--- config.mk ---
export PLATFORM = sky130hd
export DESIGN_NAME = dino_ctrl_sequencer
export DESIGN_NICKNAME = d
export VERILOG_FILES = /design/src/rtl/dino_ctrl_sequencer.sv
export SDC_FILE = /design/constraint.sdc
export NUM_CORES = 1
export LEC_CHECK = 0
export CORE_ASPECT_RATIO = 0.5
export CORE_MARGIN = 10
export CORE_UTILIZATION = 57
export CTS_BUF_LIST = sky130_fd_sc_hd__clkbuf_16
export CTS_CLUSTER_DIAMETER = 80
export DETAILED_ROUTE_END_ITERATION = 10
export PLACE_DENSITY = 0.87
export SYNTH_ARGS = -nofsm -noshare
export SYNTH_HDL_FRONTEND = slang
export SYNTH_SLANG_ARGS = --single-unit
--- constraint.sdc ---
create_clock -name clk -period 2.15 [get_ports clk]
set_input_delay 0.3225 -clock clk [delete_from_list [all_inputs] [get_ports clk]]
set_output_delay 0.3225 -clock clk [all_outputs]
set_load 0.01 [all_outputs]
--- src/rtl/dino_ctrl_sequencer.sv ---
// -----------------------------------------------------------------------------
// dino_ctrl_sequencer
// Front-end controller for the dinogame core. Synchronises and debounces the
// pad inputs, runs the game-level FSM (IDLE/RUN/PAUSE/OVER) and drives the
// core's halt/reset/jump/config inputs. State changes other than a collision
// take effect only on frame boundaries (frame_tick), so the core never sees a
// change mid-frame.
//
// Ports:
//   clk, rst_n          clock, asynchronous active-low reset
//   jump_btn, halt_btn  raw asynchronous buttons
//   cfg_sel, cfg_bus    raw config select / bus ([7:4] accel, [3:0] speed)
//   vsync_in            core vsync (clk-synchronous, polarity VS_ACTIVE_LOW)
//   collision_in        core collision flag (clk-synchronous)
//   jump_pulse          one-cycle jump strobe to core (RUN only)
//   halt_out            freeze core (PAUSE or OVER)
//   game_rst            hold core in reset (IDLE)
//   cfg_accel/cfg_speed config to core, updated on frame_tick only
//   state               FSM state for debug (0 IDLE,1 RUN,2 PAUSE,3 OVER)
// -----------------------------------------------------------------------------
module dino_ctrl_sequencer #(
  parameter int         DEBOUNCE       = 16,
  parameter int         HOLDOFF_FRAMES = 30,
  parameter logic [3:0] DEF_ACCEL      = 4'd4,
  parameter logic [3:0] DEF_SPEED      = 4'd2,
  parameter bit         VS_ACTIVE_LOW  = 1'b1
) (
  input  logic       clk,
  input  logic       rst_n,
  input  logic       jump_btn,
  input  logic       halt_btn,
  input  logic       cfg_sel,
  input  logic [7:0] cfg_bus,
  input  logic       vsync_in,
  input  logic       collision_in,
  output logic       jump_pulse,
  output logic       halt_out,
  output logic       game_rst,
  output logic [3:0] cfg_accel,
  output logic [3:0] cfg_speed,
  output logic [1:0] state
);

  localparam int DB_W = (DEBOUNCE > 1) ? $clog2(DEBOUNCE) : 1;
  localparam int HO_W = $clog2(HOLDOFF_FRAMES + 1);
  localparam logic [DB_W-1:0] DB_LAST = DB_W'(DEBOUNCE - 1);
  localparam logic [DB_W-1:0] DB_ZERO = '0;
  localparam logic [HO_W-1:0] HO_MAX  = HO_W'(HOLDOFF_FRAMES);

  typedef enum logic [1:0] {
    ST_IDLE  = 2'd0,
    ST_RUN   = 2'd1,
    ST_PAUSE = 2'd2,
    ST_OVER  = 2'd3
  } state_t;

  // One debounce step: returns {debounced, counter}. The value flips once the
  // synced input has differed for DEBOUNCE consecutive cycles.
  function automatic logic [DB_W:0] db_next(input logic s, input logic d,
                                            input logic [DB_W-1:0] c);
    if (s == d)            return {d, DB_ZERO};
    else if (c == DB_LAST) return {~d, DB_ZERO};
    else                   return {d, c + 1'b1};
  endfunction

  // A zero speed would stall the game, so it is latched as 1.
  function automatic logic [3:0] clamp_speed(input logic [3:0] s);
    return (s == 4'd0) ? 4'd1 : s;
  endfunction

  logic [10:0]     sync1_q, sync1_d, sync2_q, sync2_d;
  logic            jump_deb_q, jump_deb_d, halt_deb_q, halt_deb_d;
  logic [DB_W-1:0] jump_cnt_q, jump_cnt_d, halt_cnt_q, halt_cnt_d;
  logic            vs_act_q, vs_act_d, frame_tick_q, frame_tick_d;
  state_t          state_q, state_d;
  logic            start_pend_q, start_pend_d;
  logic [HO_W-1:0] holdoff_q, holdoff_d;
  logic            jump_pulse_q, jump_pulse_d;
  logic            halt_out_q, halt_out_d;
  logic            game_rst_q, game_rst_d;
  logic [3:0]      cfg_accel_q, cfg_accel_d, cfg_speed_q, cfg_speed_d;

  logic            jump_edge;
  logic            holdoff_done;
  logic            vs_act;

  assign vs_act = VS_ACTIVE_LOW ? ~vsync_in : vsync_in;

  always_comb begin
    sync1_d      = {jump_btn, halt_btn, cfg_sel, cfg_bus};
    sync2_d      = sync1_q;
    {jump_deb_d, jump_cnt_d} = db_next(sync2_q[10], jump_deb_q, jump_cnt_q);
    {halt_deb_d, halt_cnt_d} = db_next(sync2_q[9],  halt_deb_q, halt_cnt_q);
    // Rising debounced edge, seen in the cycle the debounced value flips.
    jump_edge    = jump_deb_d & ~jump_deb_q;

    // frame_tick is high the cycle after vsync enters its active level.
    vs_act_d     = vs_act;
    frame_tick_d = vs_act & ~vs_act_q;

    holdoff_done = (holdoff_q == HO_MAX);

    state_d = state_q;
    unique case (state_q)
      ST_IDLE:  if (frame_tick_q && start_pend_q) state_d = ST_RUN;
      ST_RUN: begin
        // Collision does not wait for a frame boundary and beats halt.
        if (collision_in)                     state_d = ST_OVER;
        else if (frame_tick_q && halt_deb_q)  state_d = ST_PAUSE;
      end
      ST_PAUSE: if (frame_tick_q && !halt_deb_q)  state_d = ST_RUN;
      ST_OVER:  if (frame_tick_q && start_pend_q) state_d = ST_IDLE;
      default:  state_d = ST_IDLE;
    endcase

    start_pend_d = start_pend_q;
    if (state_d != state_q)
      start_pend_d = 1'b0;
    else if (jump_edge && ((state_q == ST_IDLE) ||
                           ((state_q == ST_OVER) && holdoff_done)))
      start_pend_d = 1'b1;

    holdoff_d = holdoff_q;
    if ((state_d == ST_OVER) && (state_q != ST_OVER))
      holdoff_d = '0;
    else if ((state_q == ST_OVER) && frame_tick_q && !holdoff_done)
      holdoff_d = holdoff_q + 1'b1;

    // Outputs follow the next state so they change together with state.
    game_rst_d   = (state_d == ST_IDLE);
    halt_out_d   = (state_d == ST_PAUSE) || (state_d == ST_OVER);
    jump_pulse_d = jump_edge && (state_q == ST_RUN) && (state_d == ST_RUN);

    cfg_accel_d = cfg_accel_q;
    cfg_speed_d = cfg_speed_q;
    if (frame_tick_q) begin
      if (sync2_q[8]) begin
        cfg_accel_d = sync2_q[7:4];
        cfg_speed_d = clamp_speed(sync2_q[3:0]);
      end else begin
        cfg_accel_d = DEF_ACCEL;
        cfg_speed_d = DEF_SPEED;
      end
    end
  end

  always_ff @(posedge clk or negedge rst_n) begin
    if (!rst_n) begin
      sync1_q      <= '0;
      sync2_q      <= '0;
      jump_deb_q   <= 1'b0;
      halt_deb_q   <= 1'b0;
      jump_cnt_q   <= '0;
      halt_cnt_q   <= '0;
      vs_act_q     <= 1'b0;
      frame_tick_q <= 1'b0;
      state_q      <= ST_IDLE;
      start_pend_q <= 1'b0;
      holdoff_q    <= '0;
      jump_pulse_q <= 1'b0;
      halt_out_q   <= 1'b0;
      game_rst_q   <= 1'b1;
      cfg_accel_q  <= DEF_ACCEL;
      cfg_speed_q  <= DEF_SPEED;
    end else begin
      sync1_q      <= sync1_d;
      sync2_q      <= sync2_d;
      jump_deb_q   <= jump_deb_d;
      halt_deb_q   <= halt_deb_d;
      jump_cnt_q   <= jump_cnt_d;
      halt_cnt_q   <= halt_cnt_d;
      vs_act_q     <= vs_act_d;
      frame_tick_q <= frame_tick_d;
      state_q      <= state_d;
      start_pend_q <= start_pend_d;
      holdoff_q    <= holdoff_d;
      jump_pulse_q <= jump_pulse_d;
      halt_out_q   <= halt_out_d;
      game_rst_q   <= game_rst_d;
      cfg_accel_q  <= cfg_accel_d;
      cfg_speed_q  <= cfg_speed_d;
    end
  end

  assign jump_pulse = jump_pulse_q;
  assign halt_out   = halt_out_q;
  assign game_rst   = game_rst_q;
  assign cfg_accel  = cfg_accel_q;
  assign cfg_speed  = cfg_speed_q;
  assign state      = state_q;

endmodule

# After elaboration in Yosys (flattened, before gate mapping)
# Cells that the tools add are included.
# totals
elab_cells,76
romBits,0
ramBits,0
latch_bits,0
memories,0
inputBits,15
reg_bits,53
# op_classes
magnitude_cmp,0
bitwise_logic,7
div_mod_pow,0
n_mul,0
mux,17
eq_ne,13
shifts,0
n_addsub,3
reduce_logical,20
# ops
op,count
4-bit two-way mux,5
5-bit two-way mux,4
1-bit logical AND,10
2-bit two-way mux,5
4-bit by 1-bit adder with 4-bit output (second input constant),2
2-bit == test (second input constant),4
4-bit == test (second input constant),2
2-bit one-hot mux with 4 select lines,1
5-bit by 1-bit adder with 5-bit output (second input constant),1
5-bit == test (second input constant),1
1-bit NOT,5
2-bit by 1-bit == test with 1-bit output (second input constant),2
2-bit zero test,2
4-bit zero test,1
2-bit nonzero test,2
1-bit AND,2
1-bit == test,2
1-bit zero test,2
1-bit logical OR,2
1-bit two-way mux,2
2-bit inequality test,1
2-bit inequality test (second input constant),1
2-bit AND reduction,1

# Longest topological paths before layout
# Gate-level depths: netlist of the first run.
# logic_depth
word_depth,7
ltp_mapped,6

# Worst setup path before layout of the first run
# No wires, ideal clock.
# synth_path
kind,reg-to-reg
startpoint,"reg, netlist name halt_out"
endpoint,reg start_pend_q
stages_incl_launch_ff,6
path_slack_ps,874
n_path_buf,1
t_arrival_ps,1183
required_time_ps,2056
path_cell_list,dfrtp_1 -> buf_6 -> or2_2 -> o21ai_0 -> a21oi_1 -> a211oi_1
# synth_lines
item,line,text
"end signal, assigned",175,start_pend_q <= start_pend_d;
"end, declared",76,"logic start_pend_q, start_pend_d;"

# Final worst setup path of the first run
# layout_path
startpoint,reg state_q[0] (netlist: state[0])
endpoint,out state[0]
# layout_lines
item,line,text
"start, declared",75,"state_t state_q, state_d;"
"start signal, assigned",174,state_q <= state_d;
"end, declared",41,output logic [1:0] state
# No word-level cell between the ends.

==> results of run 1 <==
[cell usage in the layout, fill, tap and decap left out]
cell	netlist	final
and3_4	1	1
mux2i_1	1	1
inv_6	0	1
and3_1	1	1
ha_1	4	4
clkbuf_16	0	5
dfrtp_1	49	49
mux2_2	2	2
nand2b_1	1	1
clkinv_2	0	1
or2_2	2	2
nor3b_1	3	3
a21oi_1	12	12
dfstp_2	3	3
nor2b_1	3	3
a211oi_1	4	4
clkinv_4	0	1
clkdlybuf4s50_1	0	26
nand2_1	6	6
nor3_1	3	3
nor2_1	9	9
a221oi_1	1	1
or2b_1	1	1
inv_1	15	15
o21ai_0	11	11
a31oi_1	1	1
xnor2_1	5	5
nand3_1	3	3
buf_2	3	1
buf_4	1	1
and2_4	1	1
o221ai_1	1	1
nand4_1	3	3
and2_1	1	1
and4_1	2	2
nand4b_1	3	3
[metal layers]
metal  up-vias  GRT usage  share of wire
met5         -          0              0
met4         0     0.0916          0.035
met3        12     0.0402          0.048
met2        45      0.202           0.51
met1       609      0.123           0.41
li1        590          -              -
[final timing paths]
| kind | startpoint | end | slack, ns | cells after the start |
|---|---|---|---|---|
| min reg2reg | sync1_q[6] | sync2_q[6] | 0.35 | 0 |
| min | rst_n | sync1_q[8] | 0.13 | 2 |
| min in group clk | sync1_q[6] | sync2_q[6] | 0.35 | 0 |
| max reg2reg | frame_tick_q | holdoff_q[3] | 0.66 | 4 |
| max | state[0] | state[0] | 0.33 | 1 |
| max in group asynchronous | rst_n | sync2_q[0] | 1.61 | 2 |
[area by class of cell]
cell class	instances	area, sq um	share of cell area
Timing Repair Buffer	28	273	0.115
Clock buffer	5	125	0.0527
Multi-Input combinational cell	85	544	0.229
Inverter	15	56.3	0.0237
Clock inverter	3	22.5	0.00948
Tap cell	40	50.0	0.0211
Sequential cell	52	1310	0.549
[flip-flops by register name, summed over array words and instances (netlist names), 4 cells and up]
| signal | flops |
|---|---|
| sync1_q | 11 |
| sync2_q | 11 |
| holdoff_q | 5 |
| cfg_accel | 4 |
| cfg_speed | 4 |
| halt_cnt_q | 4 |
| jump_cnt_q | 4 |
[power by group through the flow]
stage	clock [mW]	combinational, mW	sequential (mW)
after floorplan	0	0.271	1.20
after global placement	0	0.395	1.22
after detailed placement	0	0.412	1.23
after CTS	0.792	0.415	1.21
after global routing	0.833	0.452	1.23
final	0.786	0.408	1.22
[logic make-up (layout without fill, tap and decap cells)]
group	after synthesis	in the layout	share of synthesized area
buffers and inverters	22	51	0.0501
DFF	52	52	0.670
and+or+nand+nor	43	43	0.128
xor gates and xnor gates	5	5	0.0225
muxes	3	3	0.0167
adders and majority gates	4	4	0.0257
AOI/OAI and AO/OA	30	30	0.0868
==> summary.md, run 1 <==
| Metric | Value |
|---|---|
| Drt first pass iters | `4` |
| CTS tree | `yes` |
| Via Count | `1256` |
| Vias in the first global route | `1232` |
| Total die area | `6300 sq um` |
| CP delay by family, top | `buffers and inverters` |
| RSZ-0062 raised after global routing | `false` |
| Cell area after layout | `2380 sq um` |
| Fill count | `189` |
| FMAX | `548 MHz` |
| GP Congestion | `0.822` |
| Chip Width | `103 microns` |
| Final setup violation count | `0` |
| Antenna viol nets, final | `0` |
| Final core utilization | `0.758` |
| Seq cells post-synth | `52` |
| Row Count | `14` |
| Post-synth top flop | `dfrtp_1` |
| Clock Power Share | `0.326` |
| Maxcap violations | `0` |
| Yosys top cell area share | `0.630` |
| Top fanout value on the critical path | `15` |
| Post-detail-place hpwl | `2420 microns` |
| CP Cell Sequence | `clkdlybuf4s50_1` |
| Via/cell ratio | `5.51` |
| Total power | `2.41 mW` |
| GRT overflow | `0` |
| YS warnings | `0` |
| Synthesized area per cell | `12.2 sq um` |
| Sw power | `669 uW` |
| First-pass GRT wire length | `5550 microns` |
| Yosys cell types | `33` |
| DIE HEIGHT | `61.3 microns` |
| Asr flop ratio synth | `1.00` |
| Syn Inst Count | `159` |
| Root Buffer | `clkbuf_16` |
| Cell Pwr Density | `1010 nW/um^2` |
| Pre-CTS WS | `0.657 ns` |
| Seq/Total Area, Yosys | `0.670` |
| Internal Power | `1.74 mW` |
| Worst path buffer plus inverter count | `1` |
| Number of hold buffers added after cts | `0` |
| Critical path startpoint category | `flop` |
| PostCTS Resize Cnt | `0` |
| Fin cells | `228` |
| Leakage | `1.05 nW` |
| Final period utilization | `0.848` |
| Sw frac | `0.277` |
| Worst Setup End Kind | `output pin` |
| Share of cells above drive strength 1 | `0.101` |
| Diodes inserted | `0` |
| Top-Level Pins | `28` |
| Clk sinks | `52` |
| Status | `finished clean` |
| Largest net degree at the start of global routing | `53` |
| Final hold slack | `0.126 ns` |
| Syn nets | `178` |
| H-Tree Depth | `2` |
| Min cycle time layout | `1.82 ns` |
| Initial core utilization | `0.621` |
| Kind of critical path | `flop to output pin` |
| Slew margin rel. | `0.591` |
| Initial antenna violation count | `0` |
| Cell with the most instances after synthesis | `dfrtp_1` |
| CTS clk-pin slew, worst paths | `0.07 ns` |
| Part of the power in registers | `0.505` |
| Synth top area cells | `dfrtp_1 (63%), dfstp_2 (4.0%), a21oi_1 (3.1%), inv_1 (2.9%), o21ai_0 (2.8%)` |
| Hold Fails Final Rpt | `0` |
| Routed wire per std cell | `15.2 microns` |
| Min setup slack post-route | `0.327 ns` |
| Yosys top cell by area | `dfrtp_1` |
| Peak supply drop | `0.000520 V` |
| Worst min path class | `input pin to async pin` |
| Post-CTS Setup Bufs | `0` |
| Num CTS Buffers | `5` |
| Synth Cell Area | `1950 sq um` |
| Residual DRC | `0` |
| Port bufs | `27` |
| Area delta synth->final | `22.0%` |
| Core footprint | `3140 sq um` |
| Crit-path max cell delay | `0.62 ns` |
| Post-route clock skew | `0.00529 ns` |
| Clk Latency, worst-skew pair | `0.29 ns` |
| Placed standard-cell area | `2230 sq um` |
| Worst Tran Pin Value | `0.614 ns` |
| Worst Path Arrival | `1.50 ns` |
| CTS max path bufs | `2` |
| GRT Total Usage | `0.118` |
| Starting DRT DRC Count | `55` |
| Fin nets | `206` |
| Dpl cells | `220` |
| Slowest CP cell | `clkdlybuf4s50_1` |
| Setup TNS | `0 ns` |
| WP data required | `1.83 ns` |
| Synth cell count leaders | `dfrtp_1 (49), inv_1 (15), a21oi_1 (12)` |
| Post-synth EDFFs | `0` |
| Part of the power in combinational logic | `0.169` |
| Max-slew violation count | `0` |
| Routed wire length | `3470 microns` |
(Power assumes the default switching activity.)
==> run 2, diff against run 1 <==
Settings changed: CORE_UTILIZATION 57 to 53, PLACE_DENSITY 0.87 to 0.82.
Clock period 2.15 ns to 1.85 ns, I/O delays scaled along.
==> run 2 against run 1 <==
  * Non-clock buffer count rose by 3
  * First-iteration DRC count fell by 11%
  * Total power rose by 21%
  * Core utilization fell by 6.0 points
  * Register-to-register slack got worse by 0.31 ns
  * Largest cell class unchanged
==> summary.md, run 2 (same netlist as run 1, synthesis figures left out) <==
| Metric | Value |
|---|---|
| Number of hold buffers added after cts | `1` |
| First-pass GRT wire length | `6000 microns` |
| H-Tree Depth | `2` |
| Dpl cells | `233` |
| Max-slew violation count | `0` |
| Crit-path max cell delay | `0.62 ns` |
| CTS clk-pin slew, worst paths | `0.07 ns` |
| CP Cell Sequence | `clkdlybuf4s50_1` |
| Post-route clock skew | `0.00554 ns` |
| Top-Level Pins | `28` |
| Worst min path class | `flop to flop` |
| Worst Setup End Kind | `output pin` |
| R2R Path End | `start_pend_q` |
| Top fanout value on the critical path | `15` |
| GRT overflow | `0` |
| Cell Pwr Density | `1200 nW/um^2` |
| Sw power | `754 uW` |
| Reg2Reg Depth | `5` |
| Post-CTS Setup Bufs | `0` |
| Part of the power in combinational logic | `0.163` |
| GRT Total Usage | `0.113` |
| Hold-critical path depth | `0` |
| Row Count | `15` |
| Critical path startpoint category | `flop` |
| Diodes inserted | `0` |
| Slew margin rel. | `0.739` |
| WP data required | `1.57 ns` |
| Total power | `2.92 mW` |
| Routed wire per std cell | `14.3 microns` |
| Slowest CP cell | `clkdlybuf4s50_1` |
| Placed standard-cell area | `2260 sq um` |
| Starting DRT DRC Count | `49` |
| Reg2Reg Setup Slack | `0.35 ns` |
| Peak supply drop | `0.000663 V` |
| Final hold slack | `0.351 ns` |
| Worst Path Arrival | `1.49 ns` |
| Area delta synth->final | `25.1%` |
| Part of the power in registers | `0.483` |
| Setup TNS | `0 ns` |
| Internal Power | `2.16 mW` |
| Most common cell after layout, fill and taps aside | `dfrtp_1` |
| Min cycle time layout | `1.76 ns` |
| Hold Fails Final Rpt | `0` |
| Hold Path End | `sync2_q[8]` |
| Residual DRC | `0` |
| Regs by FF count | `sync1_q (11), sync2_q (11), holdoff_q (5)` |
| Sw frac | `0.259` |
| CTS tree | `yes` |
| Worst Tran Pin Value | `0.389 ns` |
| Num CTS Buffers | `5` |
| Cell area after layout | `2430 sq um` |
| Chip Width | `106 microns` |
| PostCTS Resize Cnt | `0` |
| CTS max path bufs | `2` |
| RSZ-0062 raised after global routing | `false` |
| Clk Latency, worst-skew pair | `0.29 ns` |
| Clk sinks | `52` |
| Initial antenna violation count | `0` |
| Total die area | `6640 sq um` |
| Post-detail-place hpwl | `2450 microns` |
| Final setup violation count | `0` |
| Kind of critical path | `flop to output pin` |
| Share of cells above drive strength 1 | `0.105` |
| Worst path buffer plus inverter count | `1` |
| Routed wire length | `3450 microns` |
| Antenna viol nets, final | `0` |
| Core footprint | `3490 sq um` |
| Vias in the first global route | `1252` |
| Commonest cells after routing, fill and taps aside | `dfrtp_1 (49), clkdlybuf4s50_1 (26), inv_1 (16)` |
| Final period utilization | `0.953` |
| Min-delay src | `sync1_q[8]` |
| Clock Power Share | `0.354` |
| Root Buffer | `clkbuf_16` |
| Maxcap violations | `0` |
| Via/cell ratio | `5.10` |
| GP Congestion | `0.810` |
| Largest net degree at the start of global routing | `26` |
| Fin cells | `242` |
| Initial core utilization | `0.558` |
| Via Count | `1233` |
| CP delay by family, top | `buffers and inverters` |
| Port bufs | `27` |
| DIE HEIGHT | `62.9 microns` |
| Status | `finished clean` |
| Reg2reg start | `jump_cnt_q[0]` |
| Fin nets | `209` |
| Leakage | `1.07 nW` |
| FMAX | `567 MHz` |
| Drt first pass iters | `4` |
run 2: changes by cell type in the layout (fill, tap and decap cells not counted):
cell,before,now
buf_4,1,3
bufinv_16,0,1
clkinv_2,1,0
clkinv_4,1,0
inv_1,15,16
dlygate4sd3_1,0,1
run 2: cell type report:
type                            count  area, sq um
Sequential cell                    52         1310
Fill cell                         252         1060
Multi-Input combinational cell     85          544
Timing Repair Buffer               31          298
Clock buffer                        5          125
Tap cell                           51         63.8
Inverter                           15         56.3
Clock inverter                      3         42.5
run 2: how the worst max path moves through the flow:
| stage | startpoint | slack (ns) | cells after the start | endpoint |
|---|---|---|---|---|
| 5_1_grt | state[0] | 0.004 | 1 | state[0] |
| 2_1_floorplan | halt_out | 0.57 | 5 | start_pend_q |
| 4_1_cts | state[0] | 0.08 | 1 | state[0] |
| 6_report | state[0] | 0.09 | 1 | state[0] |
| 3_3_place_gp | state[0] | 0.43 | 1 | state[0] |
| 3_5_place_dp | jump_cnt_q[0] | 0.36 | 5 | start_pend_q |
run 2: per-stage QoR:
stage | utilization | worst slack [ns]
after floorplan | - | 0.574
after global placement | 0.647 | 0.434
after detailed placement | 0.647 | 0.356
after CTS | 0.697 | 0.0770
after global routing | 0.697 | 0.00448
final | 0.697 | 0.0861
run 2: per-layer routing:
metal,share of wire,track usage
met4,0.010,0.0570
met5,0,0
met2,0.52,0.186
met3,0.044,0.0381
met1,0.43,0.128
run 2: power groups by stage:
| stage | clock [mW] | combinational [mW] | sequential [mW] |
|---|---|---|---|
| 2_1_floorplan | 0 | 0.315 | 1.39 |
| 3_3_place_gp | 0 | 0.465 | 1.42 |
| 3_5_place_dp | 0 | 0.481 | 1.42 |
| 4_1_cts | 1.05 | 0.487 | 1.41 |
| 5_1_grt | 1.11 | 0.542 | 1.43 |
| 6_report | 1.03 | 0.476 | 1.41 |
